===== config.mk =====
export PLATFORM = sky130hd
export DESIGN_NAME = mh_drive_sequencer
export DESIGN_NICKNAME = d
export VERILOG_FILES = /design/src/rtl/mh_drive_sequencer.sv
export SDC_FILE = /design/constraint.sdc
export NUM_CORES = 1
export LEC_CHECK = 0
export CAP_MARGIN = 30
export CORE_MARGIN = 1.5
export CORE_UTILIZATION = 25
export DETAILED_ROUTE_END_ITERATION = 10
export GPL_ROUTABILITY_DRIVEN = 0
export PLACE_DENSITY = 0.45
export SYNTH_ARGS = -nofsm -noshare
export SYNTH_HDL_FRONTEND = slang
export SYNTH_SLANG_ARGS = --single-unit

===== constraint.sdc =====
create_clock -name clk -period 1.9 [get_ports clk]
set_input_delay 0.38 -clock clk [delete_from_list [all_inputs] [get_ports clk]]
set_output_delay 0.38 -clock clk [all_outputs]
set_load 0.01 [all_outputs]

===== src/rtl/mh_drive_sequencer.sv =====
// mh_drive_sequencer
// Time-shares a bank of MH power-PNP inverter drivers among several
// magnet/lamp requesters. At most one driver is on at any time. Each grant
// produces a fixed-width drive pulse followed by an all-off recovery gap.
// The gap limits peak load on the -12V supply.
//
// Build option:
//   MH_SEQ_ROUND_ROBIN_EN  defined   -> round-robin arbitration; the search
//                                       starts after the last granted channel
//                                       and wraps from N_REQ-1 to 0.
//                          undefined -> fixed priority; the lowest index wins.
//
// drv_n is active low and maps directly onto an MH `k` input:
// 0 switches the open-collector output on.

module mh_drive_sequencer #(
    parameter int N_REQ          = 4,   // requesters / driver channels, 2..8
    parameter int PULSE_CYCLES   = 20,  // drive pulse length in clocks, >= 1
    parameter int RECOVER_CYCLES = 8    // all-off gap after each pulse, >= 1
) (
    input  logic                       clk,
    input  logic                       reset,
    input  logic [N_REQ-1:0]           req,
    output logic [N_REQ-1:0]           drv_n,
    output logic [N_REQ-1:0]           ack,
    output logic                       busy,
    output logic [$clog2(N_REQ)-1:0]   grant_idx
);

    localparam int IDX_W = $clog2(N_REQ);

    // The counter only has to hold (length - 1) of the longer phase. It keeps
    // at least one bit so that the 1-cycle configurations stay legal.
    localparam int MAX_CYCLES = (PULSE_CYCLES > RECOVER_CYCLES) ? PULSE_CYCLES : RECOVER_CYCLES;
    localparam int CNT_W      = (MAX_CYCLES > 1) ? $clog2(MAX_CYCLES) : 1;

    localparam logic [CNT_W-1:0] PULSE_LOAD   = CNT_W'(PULSE_CYCLES - 1);
    localparam logic [CNT_W-1:0] RECOVER_LOAD = CNT_W'(RECOVER_CYCLES - 1);

    typedef enum logic [1:0] {
        IDLE    = 2'd0,
        DRIVE   = 2'd1,
        RECOVER = 2'd2
    } state_t;

    state_t             state;
    logic [CNT_W-1:0]   cnt;
    logic               any_req;
    logic [IDX_W-1:0]   sel_idx;

`ifdef MH_SEQ_ROUND_ROBIN_EN
    // Search start for the next round-robin arbitration. It advances only on a grant.
    logic [IDX_W-1:0]   rr_ptr;
`endif

    // Arbiter: choose the channel that a grant from IDLE would serve.
    // An X/Z on a req bit fails the if-test, so it counts as no request.
    always_comb begin : arbiter
`ifdef MH_SEQ_ROUND_ROBIN_EN
        int  cand;
        logic found;
`endif
        // NOTE: every combinational output gets a default first, so no path leaves it unassigned (no latch).
        any_req = |req;
        sel_idx = '0;
`ifdef MH_SEQ_ROUND_ROBIN_EN
        found = 1'b0;
        cand  = 0;
        for (int k = 0; k < N_REQ; k++) begin
            cand = int'(rr_ptr) + k;
            if (cand >= N_REQ) begin
                cand = cand - N_REQ;
            end
            if (!found && req[cand]) begin
                found   = 1'b1;
                sel_idx = IDX_W'(cand);
            end
        end
`else
        // Scan from the top down so that the lowest active index is the last assignment.
        for (int i = N_REQ - 1; i >= 0; i--) begin
            if (req[i]) begin
                sel_idx = IDX_W'(i);
            end
        end
`endif
    end

    // Sequencer FSM. All outputs are registered, so req has no combinational path to drv_n or ack.
    always_ff @(posedge clk) begin
        // NOTE: state is updated with non-blocking assignments. Every register then sees pre-edge values.
        if (reset) begin
            state     <= IDLE;
            cnt       <= '0;
            drv_n     <= '1;
            ack       <= '0;
            busy      <= 1'b0;
            grant_idx <= '0;
`ifdef MH_SEQ_ROUND_ROBIN_EN
            rr_ptr    <= '0;
`endif
        end else begin
            // ack is a single-cycle strobe, so it clears on every edge unless it is set below.
            ack <= '0;
            case (state)
                IDLE: begin
                    if (any_req) begin
                        state     <= DRIVE;
                        cnt       <= PULSE_LOAD;
                        grant_idx <= sel_idx;
                        drv_n     <= ~(N_REQ'(1) << sel_idx);
                        busy      <= 1'b1;
`ifdef MH_SEQ_ROUND_ROBIN_EN
                        rr_ptr    <= (sel_idx == IDX_W'(N_REQ - 1)) ? '0 : sel_idx + 1'b1;
`endif
                    end
                end
                DRIVE: begin
                    // A pulse always runs to completion, even if req drops.
                    if (cnt == '0) begin
                        state <= RECOVER;
                        cnt   <= RECOVER_LOAD;
                        drv_n <= '1;
                        ack   <= N_REQ'(1) << grant_idx;
                    end else begin
                        cnt <= cnt - 1'b1;
                    end
                end
                RECOVER: begin
                    if (cnt == '0) begin
                        state <= IDLE;
                        busy  <= 1'b0;
                    end else begin
                        cnt <= cnt - 1'b1;
                    end
                end
                default: begin
                    state <= IDLE;
                    drv_n <= '1;
                    busy  <= 1'b0;
                end
            endcase
        end
    end

endmodule


Word-level counts from Yosys, hierarchy flattened:

Cells that the tools add are included.

* add/sub/neg operators: 1
* equality and inequality tests: 6
* shifts and indexed selects: 2
* muxes and demuxes: 18
* bitwise gates (word level): 4
* reductions and logical operators: 10

Operators with widths (count)
* 5-bit two-way mux: 3
* 5-bit one-hot mux with 3 select lines: 1
* 2-bit two-way mux: 7
* 4-bit one-hot mux with 3 select lines: 1
* 3-bit AND reduction: 4
* 4-bit two-way mux: 2
* 2-bit != test, second input constant: 4
* 1-bit by 2-bit << shifter with 4-bit output, first input constant: 2
* 2-bit one-hot mux with 3 select lines: 1
* 5-bit zero test: 1
* 5-bit by 1-bit subtractor with 5-bit output, second input constant: 1
* 4-bit NOT: 1
* 4-bit OR reduction: 1
* 1-bit NOT: 3
* 1-bit one-hot mux with 3 select lines: 1
* 3-bit nonzero test: 1
* 3-bit OR reduction: 1
* 2-bit by 1-bit == test with 1-bit output, second input constant: 1
* 2-bit == test, second input constant: 1
* 2-bit zero test: 1
* 1-bit two-way mux: 2
* 2-bit AND reduction: 1

* register bits: 18
* input bits: 6
* output and inout bits: 11
* logic and storage cells: 47

Depth between registers and ports, before layout:

* depth after elaboration: 8
* depth in mapped cells: 6
* mapped depth without buffers: 6

Worst setup path before layout:

OpenSTA, ideal clock, no wires.

* path type: register to register
* start point: reg state[0]
* end point: reg cnt[4]
* setup time: 0.116 ns
* arrival: 1.623 ns
* data required time: 1.784 ns
* slack: 0.161 ns
* stages on the path, launching flop included: 7
* buffers on the path: 0
* clock period less this slack: 1.739 ns
* path through: dfxtp_1 -> inv_1 -> ha_1 -> nor2b_1 -> a221oi_2 -> o21ai_0 -> a31o_2

* cells in the longest elaborated chain, start to end: 3
* elaborated cells between the ends (all ways): 8
* classes of those cells: eq/ne (4); mux (1); reduce/logical (3)

Ends and longest elaborated chain
* start: declaration: RTL line 46 `state_t state;`
* start signal: assignment: RTL line 93 `state <= IDLE;`
* start signal: assignment: RTL line 108 `state <= DRIVE;`
* start signal: assignment: RTL line 121 `state <= RECOVER;`
* 2-bit == test, or another cell as far along: RTL line 105 `case (state)`
* 2-bit != test (no line) or 3-bit nonzero test (tied branches)
* 3-bit AND reduction (no line)
* end signal: assignment: RTL line 126 `cnt <= cnt - 1'b1;`
* end signal: assignment: RTL line 134 `cnt <= cnt - 1'b1;`
* end: declaration: RTL line 47 `logic [CNT_W-1:0] cnt;`

Several ways; a longest one is shown, not always the timed one.
A chain may end at the register's enable or synchronous reset.

Worst setup path in the final report:

* start point: reg cnt[0]
* end point: reg drv_n[0]

* cells in the longest elaborated chain, start to end: 3

Ends and longest elaborated chain
* 5-bit zero test: RTL line 120 `if (cnt == '0) begin`
* 2-bit != test (no line)
* 3-bit AND reduction (no line)
* end signal: assignment: RTL line 111 `drv_n <= ~(N_REQ'(1) << sel_idx);`
* end: declaration: RTL line 24 `output logic [N_REQ-1:0] drv_n,`

No other way between the ends.

==> impl_metrics.ini <==
[logic_synthesis]
async_flop_share_pct = 0
yosys_warnings = 0
syn_inst = 103
synth_fp_nets = 114
synth_top_flop_cell = dfxtp_1
postSynthAreaPerCell_um2 = 8.73
synth_top_area_share_pct = 40.1
synth_edf_count = 0
synth_seq_cells = 18
synth_top_cell_by_area = dfxtp_1
synthTopCellsByArea = dfxtp_1, ha_1, o21ai_0
synth-seq-area-share_pct = 40.1
syn_area_um2 = 900
yosysUniqueCellTypes = 33

[worst_hold_path]
min_path_cells = 2
min_to = ack[2]
holdCritStartpoint = grant_idx[1]
hp-class = flop to flop

[clocking]
numCtsBuffers = 3
cts-htree-levels = 1
clock_latency_ns = 0.30
cts.sinks = 18
ctsHoldBuffers = 0
clockRootBuffer = clkbuf_4
cts_tree = built
clk_pin_slew_ns = 0.11
clock_path_buffers = 2

[critical_path]
cp_max_fo = 7
crit_arrival_ns = 2.03
crit_required_ns = 2.13
cp-start-kind = flop
crit_type = flop to flop
endpoint_kind = flop
r2r_slack_ns = 0.1
crit-reg2reg-capture = drv_n[0]
rr_worst_depth = 7
worst_r2r_startpoint = cnt[0]

[routing]
wl_per_cell_um = 12.5
vias = 830
ant_nets = 0
wirelength_mm = 2.25
viasPerCell = 4.64
drc = 0
dr.pass1.iters = 3
dr.first_iter.drc_count = 13

[layout]
n_fill_cell = 351
areaGrowthSynthToFinish_pct = 38.8
antenna-diode-count = 0
drive_above_1_share_pct = 19.5
fin_util_pct = 36.8
final_cell_area_um2 = 1250
final_net_count = 145

[power_and_ir_drop]
pwr-share-comb_pct = 52.3
p_leak_uw = 0.000492
clockPowerShare_pct = 14.7
powerDensity_nw_per_um2 = 1330
switchingPower_uw = 631
seq_power_share_pct = 33.0
sw_frac_of_total_pct = 38.1
intPower_uw = 1030
p_total_uw = 1660
ir_worst_vdd_mv = 0.529

[floorplanning]
die_w_um = 63.0
die-area_um2 = 3970
start_util_pct = 26.5
coreArea_um2 = 3390
chipHeight_um = 63.0
rows = 21
ios = 17

[placement]
place_hpwl_mm = 1.67
preCtsSetupSlack_ns = 0.0313
portBuffers = 16
dpl-instance-area_um2 = 1180

[timing]
rsz0062_at_grt = no
finalMaxSlewViolations = 0
fin_ws_ns = 0.0988
fmax_mhz = 555
tightestPinTransition_ns = 0.355
setup-tns-final_ns = 0
hold_violations = 0
finClkSkew_ns = 0.00172
min_period_ns = 1.80
max_slew_margin_pct = 76.3
min_period_over_period_pct = 94.8
setup_viol = 0

[global_routing]
grt_antenna_before_repair = 0
grt_pass1_wl_mm = 3.93
grt_max_degree = 11
grt_use_total_pct = 12.4
grt_pass1_vias = 864
overflow = 0

[outcome]
outcome = complete, no violations

[job]
cap_violations = 0
power groups by stage:
stage               registers [uW]  clock network (uW)  logic [uW]
global placement               557                   0         829
detailed placement             556                   0         820
CTS                            548                 261         826
finish                         547                 243         868
floorplan                      563                   0         513
global route                   564                 280         985
cells in the mapped netlist (2+ instances only):
library cell	number
nor2b_1	2
nor2_1	10
o21ai_0	11
ha_1	5
dfxtp_1	18
nor3_1	6
a211oi_1	2
and3_2	2
nor3b_1	3
nand2_1	6
and3_1	2
a221o_1	2
a21oi_1	8
inv_1	7
state kept, by name, indices dropped and copies added (netlist names):
register	flops
ack	4
busy	1
cnt	5
state	2
drv_n	4
grant_idx	2
critical path, cell delays in order (launching register included):
cell	delay, ns
dfxtp_1	0.34
inv_1	0.08
ha_2	0.20
or4b_4	0.51
a21oi_4	0.22
buf_4	0.17
a21oi_1	0.05
o21ai_0	0.17
stage by stage:
step	instances	hold WS [ns]
2_1_floorplan	103	0.477
5_1_grt	179	0.523
4_1_cts	177	0.495
3_3_place_gp	173	0.465
6_report	179	0.487
3_5_place_dp	173	0.470
worst max-delay path by stage:
| stage | slack, ns | depth (start not counted) | end | startpoint |
|---|---|---|---|---|
| 2_1_floorplan | 0.16 | 6 | cnt[4] | state[0] |
| 3_3_place_gp | 0.05 | 7 | cnt[0] | req[2] |
| 3_5_place_dp | 0.03 | 7 | cnt[0] | req[2] |
| 4_1_cts | 0.05 | 7 | drv_n[0] | cnt[0] |
| 5_1_grt | 0.005 | 7 | drv_n[1] | cnt[1] |
| 6_report | 0.1 | 7 | drv_n[0] | cnt[0] |
cells by family after synthesis:
kind of cell | after synthesis | synth area share (%)
buf+inv | 9 | 3.89
xor+xnor | 1 | 0.974
simple gates | 39 | 23.9
compound gates | 31 | 24.2
flops | 18 | 40.1
fa+ha+maj | 5 | 6.95
cells in the final DEF (no fill, tap or decap), types with 3 or more instances in the layout:
cell,count
clkdlybuf4s50_1,16
inv_1,7
a21oi_1,8
buf_4,12
nor3b_1,3
o21ai_0,10
nand2_1,6
nor3_1,6
dfxtp_1,18
clkbuf_4,3
ha_1,4
nor2_1,10
timing repair:
| action | in CTS | in global routing |
|---|---|---|
| buffers inserted | 0 | 2 |
| gates resized for setup | 0 | 3 |
| setup endpoints to repair | 0 | 6 |
layer usage:
metal | global-route usage [%] | wire length, um | vias to the layer above
met5 | 0 | 0 | -
met1 | 15.3 | 1080 | 381
li1 | - | - | 439
met4 | 1.67 | 0 | 0
met3 | 3.96 | 66 | 0
met2 | 21.5 | 1100 | 10
layout make-up:
type | instances | area (um^2) | area share, %
tap | 46 | 57.6 | 4.61
multi-input combinational | 76 | 518 | 41.5
inverter | 7 | 26.3 | 2.10
timing repair buffer | 28 | 250 | 20.0
sequential | 18 | 360 | 28.9
clock buffer | 4 | 36.3 | 2.91
(Power assumes the default switching activity.)
